**src/rtl/instr_sequencer_pkg.sv**
```systemverilog
// Shared definitions for the instruction sequencer and the memory controller it drives:
// opcodes, zoom levels, error codes, FSM states and timeout defaults.
package instr_sequencer_pkg;

   localparam int OP_W    = 3;
   localparam int ADDR_W  = 17;
   localparam int COLOR_W = 8;
   localparam int ZOOM_W  = 3;
   localparam int ERR_W   = 2;

   localparam int ACK_TIMEOUT_DEFAULT  = 4;
   localparam int DONE_TIMEOUT_DEFAULT = 1048575;

   typedef enum logic [OP_W-1:0] {
      OP_REFRESH = 3'b000,
      OP_RD      = 3'b001,
      OP_WR      = 3'b010,
      OP_NHI     = 3'b011,
      OP_PR      = 3'b100,
      OP_NH      = 3'b101,
      OP_BA      = 3'b110,
      OP_ILLEGAL = 3'b111
   } opcode_e;

   typedef enum logic [ZOOM_W-1:0] {
      ZOOM_0P25X = 3'b000,
      ZOOM_0P5X  = 3'b001,
      ZOOM_1X    = 3'b010,
      ZOOM_2X    = 3'b011,
      ZOOM_4X    = 3'b100
   } zoom_e;

   typedef enum logic [ERR_W-1:0] {
      ERR_NONE    = 2'b00,
      ERR_OPCODE  = 2'b01,
      ERR_ZOOM    = 2'b10,
      ERR_TIMEOUT = 2'b11
   } error_e;

   typedef enum logic [1:0] {
      ST_IDLE,
      ST_ISSUE,
      ST_WAIT_DONE,
      ST_RESP
   } state_e;

   function automatic logic is_zoom_in(input opcode_e op);
      return (op == OP_NHI) || (op == OP_PR);
   endfunction

   function automatic logic is_zoom_out(input opcode_e op);
      return (op == OP_NH) || (op == OP_BA);
   endfunction

   // Zoom saturates at both ends: a step past 4x or below 0.25x is rejected, never wrapped.
   function automatic logic zoom_blocked(input opcode_e op, input logic [ZOOM_W-1:0] zoom);
      return (is_zoom_in(op) && (zoom == ZOOM_4X)) || (is_zoom_out(op) && (zoom == ZOOM_0P25X));
   endfunction

   function automatic logic [ZOOM_W-1:0] zoom_step(input opcode_e op, input logic [ZOOM_W-1:0] zoom);
      if (is_zoom_in(op))
         return zoom + ZOOM_W'(1);
      else if (is_zoom_out(op))
         return zoom - ZOOM_W'(1);
      else
         return zoom;
   endfunction

endpackage

```
**src/rtl/instr_sequencer_op_watchdog.sv**
```systemverilog
// Loadable down-counter used for both the ack and done timeouts; expired is high at zero.
module op_watchdog #(
   parameter int WIDTH = 20
) (
   input  logic             clock,
   input  logic             reset_n,
   input  logic             load,
   input  logic [WIDTH-1:0] load_value,
   input  logic             tick,
   output logic             expired
);

   logic [WIDTH-1:0] count_reg;

   always_ff @(posedge clock or negedge reset_n) begin
      if (!reset_n)
         count_reg <= '0;
      else if (load)
         count_reg <= load_value;
      else if (tick && !expired)
         count_reg <= count_reg - WIDTH'(1);
   end

   assign expired = (count_reg == '0);

endmodule

```
**src/rtl/instr_sequencer.sv**
```systemverilog
// Accepts one display instruction at a time, runs the memory-controller handshake for it,
// tracks the zoom level and reports completion, read data and errors.
module instr_sequencer
   import instr_sequencer_pkg::*;
#(
   parameter int ACK_TIMEOUT  = ACK_TIMEOUT_DEFAULT,
   parameter int DONE_TIMEOUT = DONE_TIMEOUT_DEFAULT
) (
   input  logic               clock,
   input  logic               reset_n,
   input  logic               instr_valid,
   output logic               instr_ready,
   input  logic [OP_W-1:0]    instr_opcode,
   input  logic [ADDR_W-1:0]  instr_addr,
   input  logic [COLOR_W-1:0] instr_data,
   output logic               mc_enable,
   output logic [OP_W-1:0]    mc_operation,
   output logic [ADDR_W-1:0]  mc_addr_base,
   output logic [COLOR_W-1:0] mc_color,
   input  logic               mc_done,
   input  logic [COLOR_W-1:0] mc_rd_data,
   output logic [COLOR_W-1:0] rd_data,
   output logic               rd_valid,
   output logic               done_pulse,
   output logic               busy,
   output logic [ZOOM_W-1:0]  current_zoom,
   output logic [ERR_W-1:0]   error_code
);

   localparam int MAX_TIMEOUT = (ACK_TIMEOUT > DONE_TIMEOUT) ? ACK_TIMEOUT : DONE_TIMEOUT;
   localparam int CNT_W       = (MAX_TIMEOUT < 2) ? 1 : $clog2(MAX_TIMEOUT + 1);

   // The watchdog reports expiry at zero, so loading N-1 allows exactly N cycles.
   localparam logic [CNT_W-1:0] ACK_LOAD  = CNT_W'(ACK_TIMEOUT - 1);
   localparam logic [CNT_W-1:0] DONE_LOAD = CNT_W'(DONE_TIMEOUT - 1);

   state_e           state_reg;
   opcode_e          op_reg;
   opcode_e          instr_op;
   logic             accept;
   logic             ack;
   logic             wd_load;
   logic             wd_tick;
   logic             wd_expired;
   logic [CNT_W-1:0] wd_value;

   assign instr_op    = opcode_e'(instr_opcode);
   assign instr_ready = (state_reg == ST_IDLE);
   assign busy        = (state_reg != ST_IDLE);
   assign accept      = instr_valid && instr_ready;
   assign ack         = (state_reg == ST_ISSUE) && !mc_done;

   assign wd_load  = accept || ack;
   assign wd_value = (state_reg == ST_IDLE) ? ACK_LOAD : DONE_LOAD;
   assign wd_tick  = ((state_reg == ST_ISSUE) && mc_done) || ((state_reg == ST_WAIT_DONE) && !mc_done);

   op_watchdog #(
      .WIDTH(CNT_W)
   ) u_watchdog (
      .clock      (clock),
      .reset_n    (reset_n),
      .load       (wd_load),
      .load_value (wd_value),
      .tick       (wd_tick),
      .expired    (wd_expired)
   );

   always_ff @(posedge clock or negedge reset_n) begin
      if (!reset_n) begin
         state_reg    <= ST_IDLE;
         op_reg       <= OP_REFRESH;
         mc_enable    <= 1'b0;
         mc_operation <= '0;
         mc_addr_base <= '0;
         mc_color     <= '0;
         rd_data      <= '0;
         rd_valid     <= 1'b0;
         done_pulse   <= 1'b0;
         current_zoom <= ZOOM_1X;
         error_code   <= ERR_NONE;
      end else begin
         rd_valid   <= 1'b0;
         done_pulse <= 1'b0;
         case (state_reg)
            ST_IDLE: begin
               if (accept) begin
                  op_reg     <= instr_op;
                  error_code <= ERR_NONE;
                  if (instr_op == OP_REFRESH) begin
                     current_zoom <= ZOOM_1X;
                     state_reg    <= ST_RESP;
                  end else if (instr_op == OP_ILLEGAL) begin
                     error_code <= ERR_OPCODE;
                     state_reg  <= ST_RESP;
                  end else if (zoom_blocked(instr_op, current_zoom)) begin
                     error_code <= ERR_ZOOM;
                     state_reg  <= ST_RESP;
                  end else begin
                     // Controller-facing fields only move when a request is actually issued.
                     mc_enable    <= 1'b1;
                     mc_operation <= instr_opcode;
                     mc_addr_base <= instr_addr;
                     mc_color     <= instr_data;
                     state_reg    <= ST_ISSUE;
                  end
               end
            end
            ST_ISSUE: begin
               if (!mc_done) begin
                  mc_enable <= 1'b0;
                  state_reg <= ST_WAIT_DONE;
               end else if (wd_expired) begin
                  mc_enable  <= 1'b0;
                  error_code <= ERR_TIMEOUT;
                  state_reg  <= ST_RESP;
               end
            end
            ST_WAIT_DONE: begin
               if (mc_done) begin
                  if (op_reg == OP_RD) begin
                     rd_data  <= mc_rd_data;
                     rd_valid <= 1'b1;
                  end
                  current_zoom <= zoom_step(op_reg, current_zoom);
                  state_reg    <= ST_RESP;
               end else if (wd_expired) begin
                  error_code <= ERR_TIMEOUT;
                  state_reg  <= ST_RESP;
               end
            end
            ST_RESP: begin
               done_pulse <= 1'b1;
               state_reg  <= ST_IDLE;
            end
            default: state_reg <= ST_IDLE;
         endcase
      end
   end

endmodule

```
**config.mk**
```make
export PLATFORM = sky130hd
export DESIGN_NAME = instr_sequencer
export DESIGN_NICKNAME = d
export VERILOG_FILES = /design/src/rtl/instr_sequencer_pkg.sv /design/src/rtl/instr_sequencer_op_watchdog.sv /design/src/rtl/instr_sequencer.sv
export SDC_FILE = /design/constraint.sdc
export NUM_CORES = 1
export LEC_CHECK = 0
export CAP_MARGIN = 30
export CORE_UTILIZATION = 54
export DETAILED_ROUTE_END_ITERATION = 6
export PLACE_DENSITY = 0.85
export RECOVER_POWER = 50
export SLEW_MARGIN = 25
export SYNTH_ARGS = -nofsm -noshare
export SYNTH_HDL_FRONTEND = slang
export SYNTH_HIERARCHICAL = 1
export SYNTH_SLANG_ARGS = --single-unit
```
**constraint.sdc**
```tcl
create_clock -name clock -period 4.9 [get_ports clock]
set_input_delay 0.98 -clock clock [delete_from_list [all_inputs] [get_ports clock]]
set_output_delay 0.98 -clock clock [all_outputs]
set_load 0.02 [all_outputs]
```
==> impl_results.rst <==
.. list-table::
   :header-rows: 1

   * - Metric
     - Value
   * - Count of vias placed by the detailed router
     - 3136
   * - Portion of the post-synthesis area used by sequential elements
     - 46.8%
   * - Mean instance size in the synthesized netlist
     - 10.8 sq um
   * - Most frequently used flop master after synthesis
     - dfrtp_1
   * - Hold WC Path Type
     - flop to flop
   * - Antenna diode count
     - 0
   * - Initial antenna violation count
     - 0
   * - Synth area leader
     - dfrtp_1
   * - Post-detail-place hpwl
     - 6140 microns
   * - Floorplan die height
     - 84.7 microns
   * - Post-CTS setup buffer count
     - 0
   * - Post-CTS clock slew at the launch and capture registers of the worst setup and hold paths
     - 0.07 ns
   * - Time the worst path needs with I/O delays and setup
     - 3.47 ns
   * - Setup crit start kind
     - flop
   * - Layout fillers
     - 458
   * - CTS H-tree depth
     - 3
   * - Most common cell in the synthesized netlist
     - dfrtp_1
   * - Unrepaired setup endpoints after global routing
     - false
   * - Core footprint
     - 6460 sq um
   * - Routability cong.
     - 0.880
   * - Register bit count reported by yosys
     - 69
   * - Type of element capturing the critical path
     - primary output
   * - Setup TNS
     - 0 ns
   * - DR vias/cell
     - 6.19
   * - Number of buffers created by CTS
     - 9
   * - Finish-stage setup viols
     - 0
   * - Number of DRC markers after the initial detailed-route iteration
     - 306
   * - Post-detailed-routing wire length
     - 8830 microns
   * - Overall overflow remaining after global route
     - 0
   * - Crit path required time
     - 3.92 ns
   * - Total power consumption of the routed design
     - 3.14 mW
   * - Skew final
     - 0.00686 ns
   * - CTS tree
     - yes
   * - # port buffers
     - 85
   * - Startpoint-to-endpoint class of the critical path
     - flop to primary output
   * - Post-synthesis cell type count
     - 65
   * - Initial core utilization
     - 57.1%
   * - Number of buffers between clock root and the deepest sink
     - 2
   * - Pins over their slew limit
     - 48
   * - Total count of hold-check failures in the final report
     - 0
   * - GRT Util Overall
     - 26.2%
   * - Drc violations
     - 4
   * - Max Fanout on Critical Path
     - 22
   * - Number of nets produced by synthesis
     - 390
   * - Syn-to-layout area delta
     - 29.2%
   * - Antenna-violating nets left
     - 0
   * - Number of warning messages in the yosys log
     - 6
   * - Violated checks
     - design-rule violations, max-capacitance violations, max-slew violations
   * - Max-cap violations
     - 2
   * - Area post-placement
     - 4570 sq um
   * - WL/cell
     - 17.4 microns
   * - Worst Tran Pin Value
     - 2.05 ns
   * - Worst hold margin
     - 0.495 ns
   * - Yosys top cell area share
     - 46.1%
   * - Maximum vdd drop
     - 0.000375 V
   * - Cell area after layout
     - 4770 sq um
   * - Number of instances in the synthesized netlist
     - 343
   * - Via count of the first global-routing pass
     - 3159
   * - Standard-cell row count
     - 29
   * - Top achievable clock speed
     - 0.288 GHz
   * - Power per unit of standard cell area
     - 658 nW/um^2
   * - Die Wd
     - 84.7 microns
   * - Maximum number of pins on one net before global-route repair
     - 38
   * - Full die area
     - 7170 sq um
   * - Clock insertion delay at the later pin of the skew report
     - 0.34 ns
   * - Headroom to the max-slew limit
     - -36.9%
   * - Number of gates given a new drive strength after cts
     - 0
   * - Clock tree sinks
     - 69
   * - Max reg flops
     - 20
   * - Result of the run
     - finished with violations
   * - Library cell used as clock root buffer
     - clkbuf_8
   * - Top cells by instance count after synthesis
     - dfrtp_1 (68), nor2_1 (24), mux2_2 (23), mux2_1 (20), inv_1 (17)
   * - Count of pins on the block boundary
     - 86
   * - Hold_buf cts
     - 0
   * - Number of enable flip-flop cells after synthesis
     - 0
   * - Top cells by area, synth
     - dfrtp_1 (46%), mux2_2 (7.0%), mux2_1 (6.1%)
   * - Post-synth ARST share
     - 100%
   * - Net count of the finished layout
     - 473
   * - Area of the mapped netlist
     - 3690 sq um
   * - Share of the cycle needed by the critical path after routing
     - 70.9%
   * - Leakage power summed over all cells
     - 1.94 nW
   * - First-pass GRT wire length
     - 14800 microns
   * - Pre-Repair DR Iteration Count
     - 7
   * - Arrival time at the worst endpoint
     - 2.49 ns
   * - Post-layout utilization of the core
     - 73.8%
   * - Layout cells sized above 1
     - 12.1%
==> worst paths after layout <==
path | startpoint | endpoint | slack [ns] | depth (start not counted)
max in group asynchronous | reset_n | state_reg[1] | 2.34 | 2
worst min register to register | mc_color[5] | mc_color[5] | 0.49 | 1
min in group asynchronous | reset_n | u_watchdog/count_reg[14] | 1.22 | 1
worst max register to register | state_reg[0] | rd_data[3] | 1.88 | 5
worst max-delay path | state_reg[0] | busy | 1.43 | 4
worst min-delay path | mc_color[5] | mc_color[5] | 0.49 | 1
==> cell type report <==
| class | count | area, sq um | share of cell area, % |
|---|---|---|---|
| multi-input cells | 240 | 1800 | 37.6 |
| flip-flops and latches | 69 | 1730 | 36.2 |
| repair buffers | 89 | 875 | 18.3 |
| clock buffers | 9 | 124 | 2.60 |
| well taps | 77 | 96.3 | 2.02 |
| clock inverters | 6 | 87.6 | 1.84 |
| inverters | 17 | 63.8 | 1.34 |
==> cells in the final DEF, fill, tap and decap left out, types with 3 or more instances in the layout <==
cell type        instances
o311ai_0                 3
o21ai_0                 11
a21oi_1                  3
nand2_1                 15
and3_1                   3
mux2_1                  20
or2_2                    4
nand3_1                  9
nor3b_1                  3
o211ai_1                 3
or4b_1                   3
nand2b_1                 4
and2_1                   5
nor3_1                  10
clkbuf_8                 9
nor4b_1                  4
ha_1                     6
buf_4                    4
nor4_1                   4
or4_1                    3
a31oi_1                 13
mux2_2                  23
dfrtp_1                 68
a211o_1                  3
a311o_1                  4
inv_1                   17
o41ai_1                  4
dlygate4sd3_1           19
clkdlybuf4s50_1         65
nor2_1                  24
nor2b_1                  3
o31ai_1                  5
or3_1                    3
nand4_1                  7
==> cells by family (layout without fill, tap and decap cells) <==
logic type / Yosys count / after routing / synth area share, %
AO/OA/AOI/OAI: 69 / 69 / 13.7
XOR/XNOR: 1 / 1 / 0.237
adder cells (fa/ha/maj): 7 / 7 / 2.58
buffers and inverters: 34 / 121 / 4.14
flip-flops: 69 / 69 / 46.8
multiplexers: 44 / 44 / 13.4
other: 1 / 1 / 0.102
AND/OR/NAND/NOR: 118 / 118 / 19.1
==> power breakdown <==
group	internal [mW]	switching [mW]
combinational	0.741	0.807
clock	0.285	0.219
sequential	0.853	0.236
==> stage by stage <==
step | std cells | setup slack, ns
floorplan | 343 | 1.99
global placement | 492 | 1.43
detailed placement | 492 | 1.36
CTS | 507 | 1.40
global route | 507 | 1.29
finish | 507 | 1.43
==> critical path, cell delays in order, from the launching register on <==
cell and delay, ns:
dfrtp_1 0.42, inv_1 0.09, ha_1 0.32, inv_1 0.58, clkdlybuf4s50_1 0.73
==> layer usage <==
metal / global-route usage [%] / part of all wire, % / up-vias / wire, microns
met5: 0 / 0 / - / 0
met4: 12.3 / 2.6 / 0 / 228
met3: 4.82 / 5.0 / 21 / 444
met2: 44.7 / 51 / 109 / 4540
met1: 32.1 / 41 / 1550 / 3620
li1: - / - / 1456 / -
Power figures use the tool's default switching activity.
